File: src/rtl/mwmon_pkg.sv
// Shared types and helpers for the data-memory write monitor.
// Holds the run-state encoding, the index-width rule and the scratch-window test.
package mwmon_pkg;

   typedef enum logic [2:0] {
      IDLE = 3'd0,
      RUN  = 3'd1,
      PASS = 3'd2,
      FAIL = 3'd3,
      TOUT = 3'd4
   } mwmon_state_e;

   // Table index width; a single-entry table still gets a one-bit index.
   function automatic int idx_width(input int depth);
      return (depth > 1) ? $clog2(depth) : 1;
   endfunction

   // An address with X/Z bits yields an unknown result, which callers treat as "not ignored".
   function automatic logic in_ignore(input logic [63:0] addr,
                                      input logic [63:0] lo,
                                      input logic [63:0] hi);
      return (addr >= lo) && (addr <= hi);
   endfunction

endpackage

File: src/rtl/mem_write_monitor_if.sv
// Processor data-memory write port (MemWrite/DataAdr/WriteData) as seen by the monitor.
// The core drives it through master; the monitor only observes through slave.
interface mem_write_monitor_if #(
   parameter int ADDR_W = 32,
   parameter int DATA_W = 32
);
   logic              MemWrite;
   logic [ADDR_W-1:0] DataAdr;
   logic [DATA_W-1:0] WriteData;

   modport master (output MemWrite, output DataAdr, output WriteData);
   modport slave  (input  MemWrite, input  DataAdr, input  WriteData);
endinterface

File: src/rtl/mwmon_table.sv
// Expected-write register file: one synchronous write port, one combinational read port.
// Read data is available in the same cycle; cleared synchronously on reset.
module mwmon_table #(
   parameter int DEPTH = 4,
   parameter int IDX_W = 2,
   parameter int W     = 64
) (
   input  logic             clk,
   input  logic             reset,
   input  logic             we,
   input  logic [IDX_W-1:0] widx,
   input  logic [W-1:0]     wdat,
   input  logic [IDX_W-1:0] ridx,
   output logic [W-1:0]     rdat
);
   localparam logic [IDX_W:0] DEPTH_V = (IDX_W + 1)'(DEPTH);

   logic [W-1:0] mem [DEPTH];

   always_ff @(posedge clk) begin
      if (reset) begin
         for (int i = 0; i < DEPTH; i++) begin
            mem[i] <= '0;
         end
      end else if (we && ({1'b0, widx} < DEPTH_V)) begin
         mem[widx] <= wdat;
      end
   end

   // Indices past DEPTH (non power-of-two tables) read as an all-zero entry.
   assign rdat = ({1'b0, ridx} < DEPTH_V) ? mem[ridx] : '0;
endmodule

File: src/rtl/mem_write_monitor.sv
// Checks observed data-memory writes in order against a programmable table; MWMON_ERRCNT_EN adds err_cnt.
// Verdict visible one cycle after the deciding edge; passive observer, exerts no backpressure.
module mem_write_monitor
   import mwmon_pkg::*;
#(
   parameter int          ADDR_W    = 32,
   parameter int          DATA_W    = 32,
   parameter int          DEPTH     = 4,
   parameter int          TIMEOUT   = 40,
   parameter int unsigned IGNORE_LO = 96,
   parameter int unsigned IGNORE_HI = 99,
   localparam int         IDX_W     = idx_width(DEPTH),
   localparam int         CNT_W     = $clog2(TIMEOUT + 1)
) (
   input  logic               clk,
   input  logic               reset,
   input  logic               start,
   input  logic               exp_we,
   input  logic [IDX_W-1:0]   exp_idx,
   input  logic [ADDR_W-1:0]  exp_addr,
   input  logic [DATA_W-1:0]  exp_data,
   input  logic [IDX_W:0]     exp_count,
   mem_write_monitor_if.slave mem,
   output logic               done,
   output logic               pass,
   output logic               fail,
   output logic               timeout,
   output logic [IDX_W:0]     match_cnt,
   output logic [CNT_W-1:0]   cycles,
   output logic [ADDR_W-1:0]  fail_addr,
`ifdef MWMON_ERRCNT_EN
   output logic [IDX_W:0]     err_cnt,
`endif
   output logic [DATA_W-1:0]  fail_data
);
   typedef struct packed {
      logic [ADDR_W-1:0] addr;
      logic [DATA_W-1:0] data;
   } entry_t;

   localparam logic [IDX_W:0]   DEPTH_V = (IDX_W + 1)'(DEPTH);
   localparam logic [CNT_W-1:0] LAST_CYC = CNT_W'(TIMEOUT - 1);

   mwmon_state_e      state_q, state_d;
   logic [IDX_W:0]    cnt_q, cnt_d;
   logic [IDX_W:0]    match_d;
   logic [CNT_W-1:0]  cycles_d;
   logic [ADDR_W-1:0] faddr_d;
   logic [DATA_W-1:0] fdata_d;
`ifdef MWMON_ERRCNT_EN
   logic [IDX_W:0]    err_d;
`endif

   entry_t rd_e;
   entry_t obs_e;
   logic   ignored;
   logic   mism;
   logic   wr_event;

   mwmon_table #(
      .DEPTH (DEPTH),
      .IDX_W (IDX_W),
      .W     (ADDR_W + DATA_W)
   ) u_table (
      .clk   (clk),
      .reset (reset),
      .we    (exp_we && (state_q != RUN)),
      .widx  (exp_idx),
      .wdat  ({exp_addr, exp_data}),
      .ridx  (match_cnt[IDX_W-1:0]),
      .rdat  (rd_e)
   );

   assign obs_e    = entry_t'({mem.DataAdr, mem.WriteData});
   assign ignored  = (in_ignore(64'(mem.DataAdr), 64'(IGNORE_LO), 64'(IGNORE_HI)) === 1'b1);
   // Case inequality so X/Z on the observed bus counts as a mismatch.
   assign mism     = (obs_e !== rd_e);
   assign wr_event = (mem.MemWrite === 1'b1) && !ignored;

   always_comb begin
      state_d  = state_q;
      cnt_d    = cnt_q;
      match_d  = match_cnt;
      cycles_d = cycles;
      faddr_d  = fail_addr;
      fdata_d  = fail_data;
`ifdef MWMON_ERRCNT_EN
      err_d    = err_cnt;
`endif
      case (state_q)
         RUN: begin
            if (cnt_q == '0) begin
               state_d = PASS;
            end else if (wr_event) begin
               match_d = match_cnt + 1'b1;
               if (mism) begin
`ifdef MWMON_ERRCNT_EN
                  if (err_cnt == '0) begin
                     faddr_d = mem.DataAdr;
                     fdata_d = mem.WriteData;
                  end
                  if (err_cnt != '1) begin
                     err_d = err_cnt + 1'b1;
                  end
`else
                  match_d = match_cnt;
                  faddr_d = mem.DataAdr;
                  fdata_d = mem.WriteData;
                  state_d = FAIL;
`endif
               end
               if ((state_d == RUN) && (match_d == cnt_q)) begin
`ifdef MWMON_ERRCNT_EN
                  state_d = (err_d == '0) ? PASS : FAIL;
`else
                  state_d = PASS;
`endif
               end
            end
            // A verdict reached this cycle wins over the watchdog; cycles freezes on exit.
            if (state_d == RUN) begin
               if (cycles == LAST_CYC) begin
                  state_d = TOUT;
               end else begin
                  cycles_d = cycles + CNT_W'(1);
               end
            end
         end
         default: begin
            if (start) begin
               state_d  = RUN;
               cnt_d    = (exp_count > DEPTH_V) ? DEPTH_V : exp_count;
               match_d  = '0;
               cycles_d = '0;
               faddr_d  = '0;
               fdata_d  = '0;
`ifdef MWMON_ERRCNT_EN
               err_d    = '0;
`endif
            end
         end
      endcase
   end

   always_ff @(posedge clk) begin
      if (reset) begin
         state_q   <= IDLE;
         cnt_q     <= '0;
         match_cnt <= '0;
         cycles    <= '0;
         fail_addr <= '0;
         fail_data <= '0;
`ifdef MWMON_ERRCNT_EN
         err_cnt   <= '0;
`endif
      end else begin
         state_q   <= state_d;
         cnt_q     <= cnt_d;
         match_cnt <= match_d;
         cycles    <= cycles_d;
         fail_addr <= faddr_d;
         fail_data <= fdata_d;
`ifdef MWMON_ERRCNT_EN
         err_cnt   <= err_d;
`endif
      end
   end

   assign pass    = (state_q == PASS);
   assign fail    = (state_q == FAIL);
   assign timeout = (state_q == TOUT);
   assign done    = pass | fail | timeout;
endmodule

File: src/flat_wrapper.sv
// flat-port wrapper written by rule: the top's interface ports become plain ports
module mem_write_monitor_flat import mwmon_pkg::*;
#(
   parameter int          ADDR_W    = 32,
   parameter int          DATA_W    = 32,
   parameter int          DEPTH     = 4,
   parameter int          TIMEOUT   = 40,
   parameter int unsigned IGNORE_LO = 96,
   parameter int unsigned IGNORE_HI = 99,
   localparam int         IDX_W     = idx_width(DEPTH),
   localparam int         CNT_W     = $clog2(TIMEOUT + 1)
)
  (clk, reset, start, exp_we, exp_idx, exp_addr, exp_data, exp_count, done, pass, fail, timeout, match_cnt, cycles, fail_addr, fail_data, mem_MemWrite, mem_DataAdr, mem_WriteData);
  mem_write_monitor_if #(.ADDR_W(ADDR_W), .DATA_W(DATA_W)) mem_i ();
  input  logic clk;
  input  logic reset;
  input  logic start;
  input  logic exp_we;
  input  logic [IDX_W-1:0] exp_idx;
  input  logic [ADDR_W-1:0] exp_addr;
  input  logic [DATA_W-1:0] exp_data;
  input  logic [IDX_W:0] exp_count;
  output logic done;
  output logic pass;
  output logic fail;
  output logic timeout;
  output logic [IDX_W:0] match_cnt;
  output logic [CNT_W-1:0] cycles;
  output logic [ADDR_W-1:0] fail_addr;
  output logic [DATA_W-1:0] fail_data;
  input wire logic [$bits(mem_i.MemWrite)-1:0] mem_MemWrite;
  input wire logic [$bits(mem_i.DataAdr)-1:0] mem_DataAdr;
  input wire logic [$bits(mem_i.WriteData)-1:0] mem_WriteData;
  assign mem_i.MemWrite = mem_MemWrite;
  assign mem_i.DataAdr = mem_DataAdr;
  assign mem_i.WriteData = mem_WriteData;
  mem_write_monitor #(.ADDR_W(ADDR_W), .DATA_W(DATA_W), .DEPTH(DEPTH), .TIMEOUT(TIMEOUT), .IGNORE_LO(IGNORE_LO), .IGNORE_HI(IGNORE_HI)) u_core (.clk(clk), .reset(reset), .start(start), .exp_we(exp_we), .exp_idx(exp_idx), .exp_addr(exp_addr), .exp_data(exp_data), .exp_count(exp_count), .mem(mem_i), .done(done), .pass(pass), .fail(fail), .timeout(timeout), .match_cnt(match_cnt), .cycles(cycles), .fail_addr(fail_addr), .fail_data(fail_data));
endmodule
File: config.mk
export PLATFORM = sky130hd
export DESIGN_NAME = mem_write_monitor_flat
export DESIGN_NICKNAME = d
export VERILOG_FILES = /design/src/rtl/mwmon_pkg.sv /design/src/rtl/mem_write_monitor_if.sv /design/src/rtl/mwmon_table.sv /design/src/rtl/mem_write_monitor.sv /design/src/flat_wrapper.sv
export SDC_FILE = /design/constraint.sdc
export NUM_CORES = 1
export LEC_CHECK = 0
export CAP_MARGIN = 10
export CORE_MARGIN = 3
export CORE_UTILIZATION = 45
export DETAILED_ROUTE_END_ITERATION = 10
export PLACE_DENSITY = 0.65
export RECOVER_POWER = 50
export SLEW_MARGIN = 20
export SYNTH_ARGS = -nofsm -noshare
export SYNTH_HDL_FRONTEND = slang
export SYNTH_HIERARCHICAL = 1
export SYNTH_SLANG_ARGS = --single-unit
File: constraint.sdc
create_clock -name clk -period 16.1 [get_ports clk]
set_input_delay 4.83 -clock clk [delete_from_list [all_inputs] [get_ports clk]]
set_output_delay 4.83 -clock clk [all_outputs]
set_load 0.01 [all_outputs]
==> flow_results.org, run 1 <==
** Run status
- Run status :: finished with violations
- The final reports fail on capacitance limit, slew limit.

** Worst setup path
- STA puts the critical path data arrival time at 9.15 ns.
- In this run the worst path has a maximum fanout of 64.
- Worst path buffer plus inverter count :: 2
- STA classifies the critical path startpoint as an input port.
- Cell chain of the critical path :: dlygate4sd3_1, and2_0, a31o_4, clkbuf_1
- STA classifies the critical path endpoint as a flop.
- Cell class contributing the biggest share of worst-path delay :: buffers and inverters
- The critical path is of the input port to flop type.
- For this design, the slowest cell found on the critical path is sky130_fd_sc_hd__clkbuf_1.
- Data required time of the critical path :: 16.09 ns
- For this run, the slowest stage of the critical path takes 3.18 ns.

** Placed design
- Buffers added on ports :: 214
- Final weighted congestion in routability-driven placement :: 0.827
- Once placement finished, the instance area stood at 17200 um2.
- After legalization and detailed placement, the total HPWL measured 23800 um.
- Pre-CTS setup slack :: 7.33 ns

** STA
- Slew @ Worst Pin :: 4.59 ns
- Clock period minus worst slack :: 9.15 ns
- Achievable clock frequency :: 109 MHz
- Setup violations remaining at the end of the flow were counted as 0.
- The count of final max-slew check failures is 274.
- Final worst slack :: 6.95 ns
- Summed over all failing endpoints, the final setup total negative slack is 0 ns.
- On the final layout, the worst clock skew is 0.0148 ns.
- The final number of hold-violating endpoints is 0.
- Setup repair after global routing left no endpoint under its margin.
- Measured against its own limit, the worst slew margin works out to -206%.
- The worst path uses 56.8% of the clock period.

** Global routing
- The initial antenna violation count was 5.
- Summed over all layers, the global routing overflow is 0.
- GRT Resource Usage Total :: 21.6%
- The number of global-route vias before repair is 9086.
- The first global-routing pass estimated 57300 um of wire.
- Pin count of the biggest net entering global routing :: 65

** Detailed routing
- Drc violations :: 0
- The detail route stage leaves a number of antenna-violating nets equal to 0.
- Routed wirelength normalized by instance count :: 23.2 um
- Starting DRC count in detailed routing :: 662
- Pre-Repair DR Iteration Count :: 5
- The routed design has 38100 um of wire.
- Vias after detailed routing :: 8810
- Post-detailed-route via-to-cell ratio :: 5.36

** Clock network
- The number of clock buffers added by TritonCTS is 36.
- Post-CTS Hold Fix Bufs :: 0
- Once the clock tree was built, the setup fixing pass inserted 0 buffers.
- CTS Root Cell :: sky130_fd_sc_hd__clkbuf_16
- The clock passes through at most 3 buffers.
- After clock tree synthesis, the clock-pin slew on the worst setup and hold paths is 0.06 ns.
- Post_cts resized :: 0
- TritonCTS built the clock tree.
- CTS saw 335 sinks.
- The H-tree was split into 2 levels.
- Clock latency on the worst-skew pair, taken at its later pin, is 0.51 ns.

** Synth
- The most used flip-flop cell after synthesis is sky130_fd_sc_hd__edfxtp_1.
- Proportion of synthesized chip area in sequential cells :: 63.3%
- After Yosys synthesis, XOR and XNOR cells account for 4.07% of the synthesized area.
- Synthesized flop and latch total :: 335
- The number of nets handed over by synthesis was 1113.
- Library cell occupying the most area in the post-synthesis netlist :: sky130_fd_sc_hd__edfxtp_1
- Yosys attributes the largest share of cell area to sky130_fd_sc_hd__edfxtp_1 52%, sky130_fd_sc_hd__dfxtp_1 11%, sky130_fd_sc_hd__and2_1 10%.
- The synthesized netlist devotes 0.171% of its cell area to adder and majority cells.
- Dominant combinational cell family by area after synthesis :: simple AND/OR/NAND/NOR gates
- Summing the areas of all compound-gate instances in the mapped netlist gives 5.50% of the synthesized area.
- The Yosys step of the flow raised 6 warnings.
- Post-synthesis instance area :: 14600 um2
- After synthesis, the largest area contributor takes up 52.5% of total cell area.
- Netlist cell types :: 49
- Counting flops with an async set or reset pin after synthesis yields a share of 0%.
- Post-synthesis mux area share :: 9.92%
- Counting flops with a built-in enable in the synthesized netlist gives 256.
- Avg Synthesized Cell Area :: 15.1 um2
- Simple-gate share of the synthesized area :: 14.8%
- Synthesis produced 973 cells.

** Power and ir drop
- Pint :: 0.00154 W
- In this run the power spent charging and discharging nets is 0.000420 W.
- Clock power share :: 41.9%
- Combinational share of power :: 7.7%
- Switching power as a share of total power :: 21.5%
- VDD sags by at most 0.0646 mV.
- Sequential cell fraction of total power :: 50.4%
- Summed over all cells, the static leakage comes to 6.83 nW.
- Power per standard cell area :: 107 nW/um2

** Floorplanning
- In this run the horizontal extent of the chip is 186 um.
- For this design the top-level I/O count stands at 215.
- Die Ht :: 186 um
- For this configuration, the core starts out at a cell density of 46.1%.
- After floorplanning, the core was sized to cover 31800 um2.
- After floorplanning, the core was divided into 65 placement rows.
- The die covers 34700 um2.

** Finish
- Post-route cell area :: 18300 um2
- Number of inserted filler cells in the final layout :: 2563
- From synthesis to final layout, the design area changed by 24.9%.
- The library cell used most frequently in the layout, excluding fill and tap cells, is sky130_fd_sc_hd__edfxtp_1.
- The net count of the finished layout is 1321.
- Fraction of layout cells with a size suffix above 1 :: 13.1%
- Most frequent cells in the layout :: 256 x sky130_fd_sc_hd__edfxtp_1, 154 x sky130_fd_sc_hd__and2_1, 141 x sky130_fd_sc_hd__clkdlybuf4s50_1

** Min path
- Worst min path class :: flop to flop

** Job
- Across the run, the number of max-cap violations was 6.
-- final timing paths --
path / cells after the start / slack (ns) / from / to
hold reg to reg: 1 / 0.47 / u_core/fail_data[26] / u_core/fail_data[26]
setup reg to reg: 10 / 10.69 / u_core/match_cnt[0] / u_core/fail_addr[12]
hold / removal: 1 / 0.47 / u_core/fail_data[26] / u_core/fail_data[26]
setup / recovery: 4 / 6.95 / exp_we / u_core/u_table/mem[3][16]
-- power groups by stage --
stage / Combinational, W / Clock (W) / Sequential (W)
final: 0.000150 / 0.000820 / 0.000987
after CTS: 0.000155 / 0.000837 / 0.000986
after global routing: 0.000160 / 0.000870 / 0.000991
after global placement: 0.000154 / 0 / 0.00100
after detailed placement: 0.000154 / 0 / 0.00100
after floorplan: 0.0000681 / 0 / 0.00100
-- synth_stat cells, drive strengths merged (2+ instances only) --
| master | number |
|---|---|
| or2 | 2 |
| xor2 | 66 |
| dfxtp | 79 |
| ha | 2 |
| nor2b | 3 |
| nand2 | 9 |
| and2 | 260 |
| nor3 | 2 |
| inv | 4 |
| mux4 | 64 |
| and4bb | 2 |
| xnor2 | 2 |
| o21ai | 2 |
| a22o | 64 |
| nor4 | 24 |
| nand4 | 8 |
| o211ai | 8 |
| a21oi | 13 |
| nand2b | 2 |
| o21a | 2 |
| a31o | 2 |
| or3 | 3 |
| o21bai | 2 |
| buf | 23 |
| and3 | 2 |
| nor3b | 2 |
| nand3 | 9 |
| nor2 | 13 |
| edfxtp | 256 |
| clkbuf | 33 |
-- registers in the layout (all words and copies together) (netlist names) --
| signal | flops |
|---|---|
| u_core/cnt_q | 3 |
| u_core/cycles | 6 |
| u_core/fail_addr | 32 |
| u_core/fail_data | 32 |
| u_core/match_cnt | 3 |
| u_core/state_q | 3 |
| u_core/u_table/mem | 256 |
-- routing by layer --
layer	vias to the layer above	track usage [%]	wire length (um)
met5	-	0	41
met4	6	4.13	644
met3	54	4.47	2540
met2	308	36.2	18600
met1	4389	29.7	16200
li1	4053	-	-
-- final cells by class --
cell class	count	area [um2]	area share, %
Multi-Input combinational cell	578	5040	27.6
Clock buffer	53	1080	5.89
Antenna cell	2	5.00	0.0274
Inverter	4	15.0	0.0821
Clock inverter	11	106	0.581
Tap cell	435	544	2.98
Timing Repair Buffer	226	2220	12.2
Sequential cell	335	9280	50.7
-- logic make-up (layout without fill, tap and decap cells) --
| group | Yosys count | count (layout) |
|---|---|---|
| xor gates and xnor gates | 68 | 68 |
| AOI/OAI and AO/OA | 99 | 99 |
| and+or+nand+nor | 344 | 344 |
| DFF | 335 | 335 |
| other | 0 | 2 |
| buffers and inverters | 60 | 294 |
| adders and majority gates | 2 | 2 |
| muxes | 65 | 65 |
-- through the flow --
step / hold slack, ns / utilization, % / total power [W] / std cells
after floorplan: 0.456 / - / 0.00107 / 973
after global placement: 0.462 / 54.0 / 0.00116 / 1578
after detailed placement: 0.464 / 54.0 / 0.00116 / 1578
after CTS: 0.481 / 57.7 / 0.00198 / 1642
after global routing: 0.487 / 57.5 / 0.00202 / 1644
final: 0.471 / 57.5 / 0.00196 / 1644
Note: power is estimated with default switching activity, not from simulation.
==> run 2, diff against run 1 <==
Settings changed: PLACE_DENSITY 0.65 to 0.68.
Clock period 16.1 ns to 7.5 ns, I/O delays scaled along.
==> run 2 against run 1 <==
Effect of this change: the run still ends with capacitance limit, slew limit left; design area decreased by 0.34%; combinational power increased by 120%; hold slack about the same; sequential cell count unchanged; non-clock buffer count increased by 1; global-route usage increased by 0.15 points; sequential power increased by 110%; largest cell class unchanged.
==> flow_results.org, run 2 (synthesis gave the netlist of run 1 again) <==
** Clock network
- The number of hold buffers added after CTS came to 0 (unchanged).
- The tree is rooted in a sky130_fd_sc_hd__clkbuf_16.
- The total clock buffers created by CTS is 36 (unchanged).
- Number of levels in the clock H-tree :: 2 (unchanged)
- The later-pin clock latency in the skew report is 0.51 ns (about the same).
- Post_cts resized :: 0 (unchanged)
- The maximum buffer depth of the clock tree is 3 (unchanged).
- Sink Count :: 335 (unchanged)
- The clock-pin slew on the worst setup and hold paths was 0.06 ns (about the same).
- The number of buffers added for setup after CTS came to 0 (unchanged).
- TritonCTS clock tree :: built

** Min path
- The worst hold path belongs to the class flop to flop.
- Worst hold stages :: 1 (unchanged)
- The worst hold path begins at u_core/fail_data[25].
- The worst hold path terminates at u_core/fail_data[25].

** Floorplanning
- The area of the core was 31800 um2 (unchanged).
- The vertical die dimension came to 186 um (unchanged).
- The placement row count came to 65 (unchanged).
- The I/O pin total is 215 (unchanged).
- The width of the die came to 186 um (unchanged).
- Starting utilization of the core area :: 46.1% (unchanged)
- The floorplan die area came to 34700 um2 (unchanged).

** STA
- Final worst slack :: 2.12 ns (-4.83 ns)
- Post-Route Hold Slack :: 0.471 ns (+0.000323 ns)
- Setup TNS :: 0 ns (unchanged)
- Achievable clock frequency :: 186 MHz
- The final number of setup-violating endpoints is 0 (unchanged).
- The transition time at the pin with the least slew margin came to 2.80 ns (-1.79 ns).
- After layout, the minimum clock period comes to 5.38 ns.
- The clock skew after layout is 0.0138 ns (-0.000951 ns).
- Rel. slew slack :: -86.7% (+120 points)
- Of the available clock period, the critical path in the final layout requires 71.8%.
- The final number of hold-violating endpoints was 0 (unchanged).
- Setup repair after global routing left no endpoint under its margin.
- The count of final max-slew check failures was 301 (+9.9%).

** Finish
- Compared with the post-synthesis result, the final layout area differs by 24.5%.
- The library cell used most frequently in the layout, excluding fill and tap cells, is sky130_fd_sc_hd__edfxtp_1.
- Number of flip-flops under the largest register name :: 256 (unchanged)
- The fraction of final layout cells with drive strength greater than 1 came to 12.7% (-0.34 points).
- The antenna cell count is 0 (-2).
- The library cells used most frequently in the layout, excluding fill and tap cells, are 256 x sky130_fd_sc_hd__edfxtp_1, 166 x sky130_fd_sc_hd__and2_1, 141 x sky130_fd_sc_hd__clkdlybuf4s50_1.
- Registers with the most flip-flops :: u_core/u_table/mem: 256 flops, u_core/fail_addr: 32 flops, u_core/fail_data: 32 flops
- Ranked by flip-flop count, first place goes to u_core/u_table/mem.
- Final design utilization :: 57.3% (-0.19 points)
- Total Nets Final :: 1322 (+0.076%)

** Run status
- The run finished, with violations left.
- Violated checks :: capacitance limit, slew limit

** Worst setup path
- Worst Reg2Reg Path Length in Cells :: 10 (unchanged)
- Longest individual stage delay on the worst path :: 1.82 ns (-1.36 ns)
- Highest-delay cell along the critical path :: sky130_fd_sc_hd__a31o_1
- The largest fanout on the critical path came to 41 (-36%).
- Traced cell by cell, the critical path runs through dlygate4sd3_1, and2_0, a31o_1, buf_4.
- Cell class contributing the biggest share of worst-path delay :: compound AO/OA/AOI/OAI gates
- The data required time at the worst endpoint is 7.65 ns (-8.44 ns).
- Data arrival time of the critical path :: 5.54 ns (-3.61 ns)
- Classification of the worst setup path :: input port to flop
- In this run the critical register-to-register path is launched from u_core/match_cnt[0].
- STA classifies the critical path startpoint as an input port.
- The worst setup path is captured at a flop.
- Setup slack of the most critical reg-to-reg path :: 2.62 ns (-8.07 ns)
- The endpoint identified for the worst register-to-register timing path is u_core/fail_data[15].
- Worst path buffer plus inverter count :: 2 (unchanged)

** Detailed routing
- Pre-Repair DR Iteration Count :: 5 (unchanged)
- Post-detailed-route via-to-cell ratio :: 5.43 (+1.3%)
- Post-route antenna net violation count :: 0 (unchanged)
- Vias after detailed routing :: 8922 (+1.3%)
- The total routed wirelength is 38100 um (+0.21%).
- Starting DRC count in detailed routing :: 798 (+21%)
- Drc violations :: 0 (unchanged)
- Routed wirelength normalized by instance count :: 23.2 um (+0.27%)

** Global routing
- Pin count of the biggest net entering global routing :: 65 (unchanged)
- The wire length of the first global-routing pass came to 57800 um (+0.90%).
- The global-route usage over all layers came to 21.8% (+0.15 points).
- GRT overflow :: 0 (unchanged)
- Number of antenna violations at the first check in global routing :: 5 (unchanged)
- The number of global-route vias before repair is 9241 (+1.7%).

** Power and ir drop
- Sequential cell fraction of total power :: 51.9% (+1.5 points)
- The share of power burned in combinational logic is 8.0% (+0.3 points).
- The switching power came to 0.000896 W (+110%).
- The total leakage power was 6.81 nW (-0.34%).
- IR drop worst, VDD :: 0.135 mV (+110%)
- The total power draw is 0.00408 W (+110%).
- Switching power as a share of total power :: 22.0% (+0.49 points)
- Power per standard cell area :: 224 nW/um2 (+110%)
- Pint :: 0.00318 W (+110%)
- The proportion of power drawn by the clock network was 40.1% (-1.8 points).

** Placed design
- The quantity of I/O buffers inserted on ports came to 214 (unchanged).
- Final weighted congestion in routability-driven placement :: 0.806 (-2.6%)
- Pre-CTS setup slack :: 1.68 ns (-5.66 ns)
- The post-detailed-placement half-perimeter wirelength came to 24300 um (+2.2%).

** Job
- Max cap viols :: 6 (unchanged)
[run 2: power groups by stage]
| stage | registers (W) | logic, W | clock network, W |
|---|---|---|---|
| floorplan | 0.00215 | 0.000146 | 0 |
| global placement | 0.00215 | 0.000329 | 0 |
| detailed placement | 0.00216 | 0.000331 | 0 |
| CTS | 0.00212 | 0.000332 | 0.00167 |
| global route | 0.00213 | 0.000347 | 0.00174 |
| finish | 0.00212 | 0.000325 | 0.00164 |
[run 2: cell type report]
type                            count  area [um2]
Clock buffer                       53        1030
Clock inverter                     11        55.1
Fill cell                        2564       13600
Inverter                            4        15.0
Multi-Input combinational cell    578        5050
Sequential cell                   335        9280
Tap cell                          435         544
Timing Repair Buffer              227        2260
[run 2: worst reg2reg max path, cell delays in order, from the launching register on]
cell and delay, ns:
sky130_fd_sc_hd__dfxtp_4 0.83, sky130_fd_sc_hd__buf_12 0.39, sky130_fd_sc_hd__mux4_2 0.57, sky130_fd_sc_hd__xor2_1 0.19, sky130_fd_sc_hd__nor4_1 0.75, sky130_fd_sc_hd__nand4_1 0.28, sky130_fd_sc_hd__nor4_4 0.53, sky130_fd_sc_hd__o31ai_1 0.19
sky130_fd_sc_hd__a21oi_4 0.56, sky130_fd_sc_hd__buf_12 0.33, sky130_fd_sc_hd__a22o_1 0.21
[run 2: routing by layer]
layer | share of wire (%) | track usage [%] | wire length (um) | vias up
met5 | 0.16 | 0 | 60 | -
met4 | 1.7 | 4.54 | 641 | 10
met3 | 6.6 | 4.55 | 2510 | 56
met2 | 48 | 35.8 | 18500 | 297
met1 | 43 | 30.4 | 16500 | 4501
li1 | - | - | - | 4058
[run 2: worst max-delay path by stage]
stage                               start                   endpoint  slack [ns]  depth (start not counted)
final                              exp_we  u_core/u_table/mem[3][31]        2.12                          4
after global routing               exp_we  u_core/u_table/mem[1][31]        1.90                          4
after CTS                 mem_DataAdr[26]       u_core/fail_addr[21]        2.19                          9
after detailed placement  mem_DataAdr[26]       u_core/fail_addr[14]        1.68                          9
after global placement    mem_DataAdr[26]       u_core/fail_data[25]        1.71                          9
after floorplan                    exp_we   u_core/u_table/mem[0][0]        1.49                          3
[run 2: metrics by stage]
step,cells,cell area (um2)
floorplan,973,14600
global placement,1579,17200
detailed placement,1579,17200
CTS,1643,18300
global route,1643,18200
finish,1643,18200
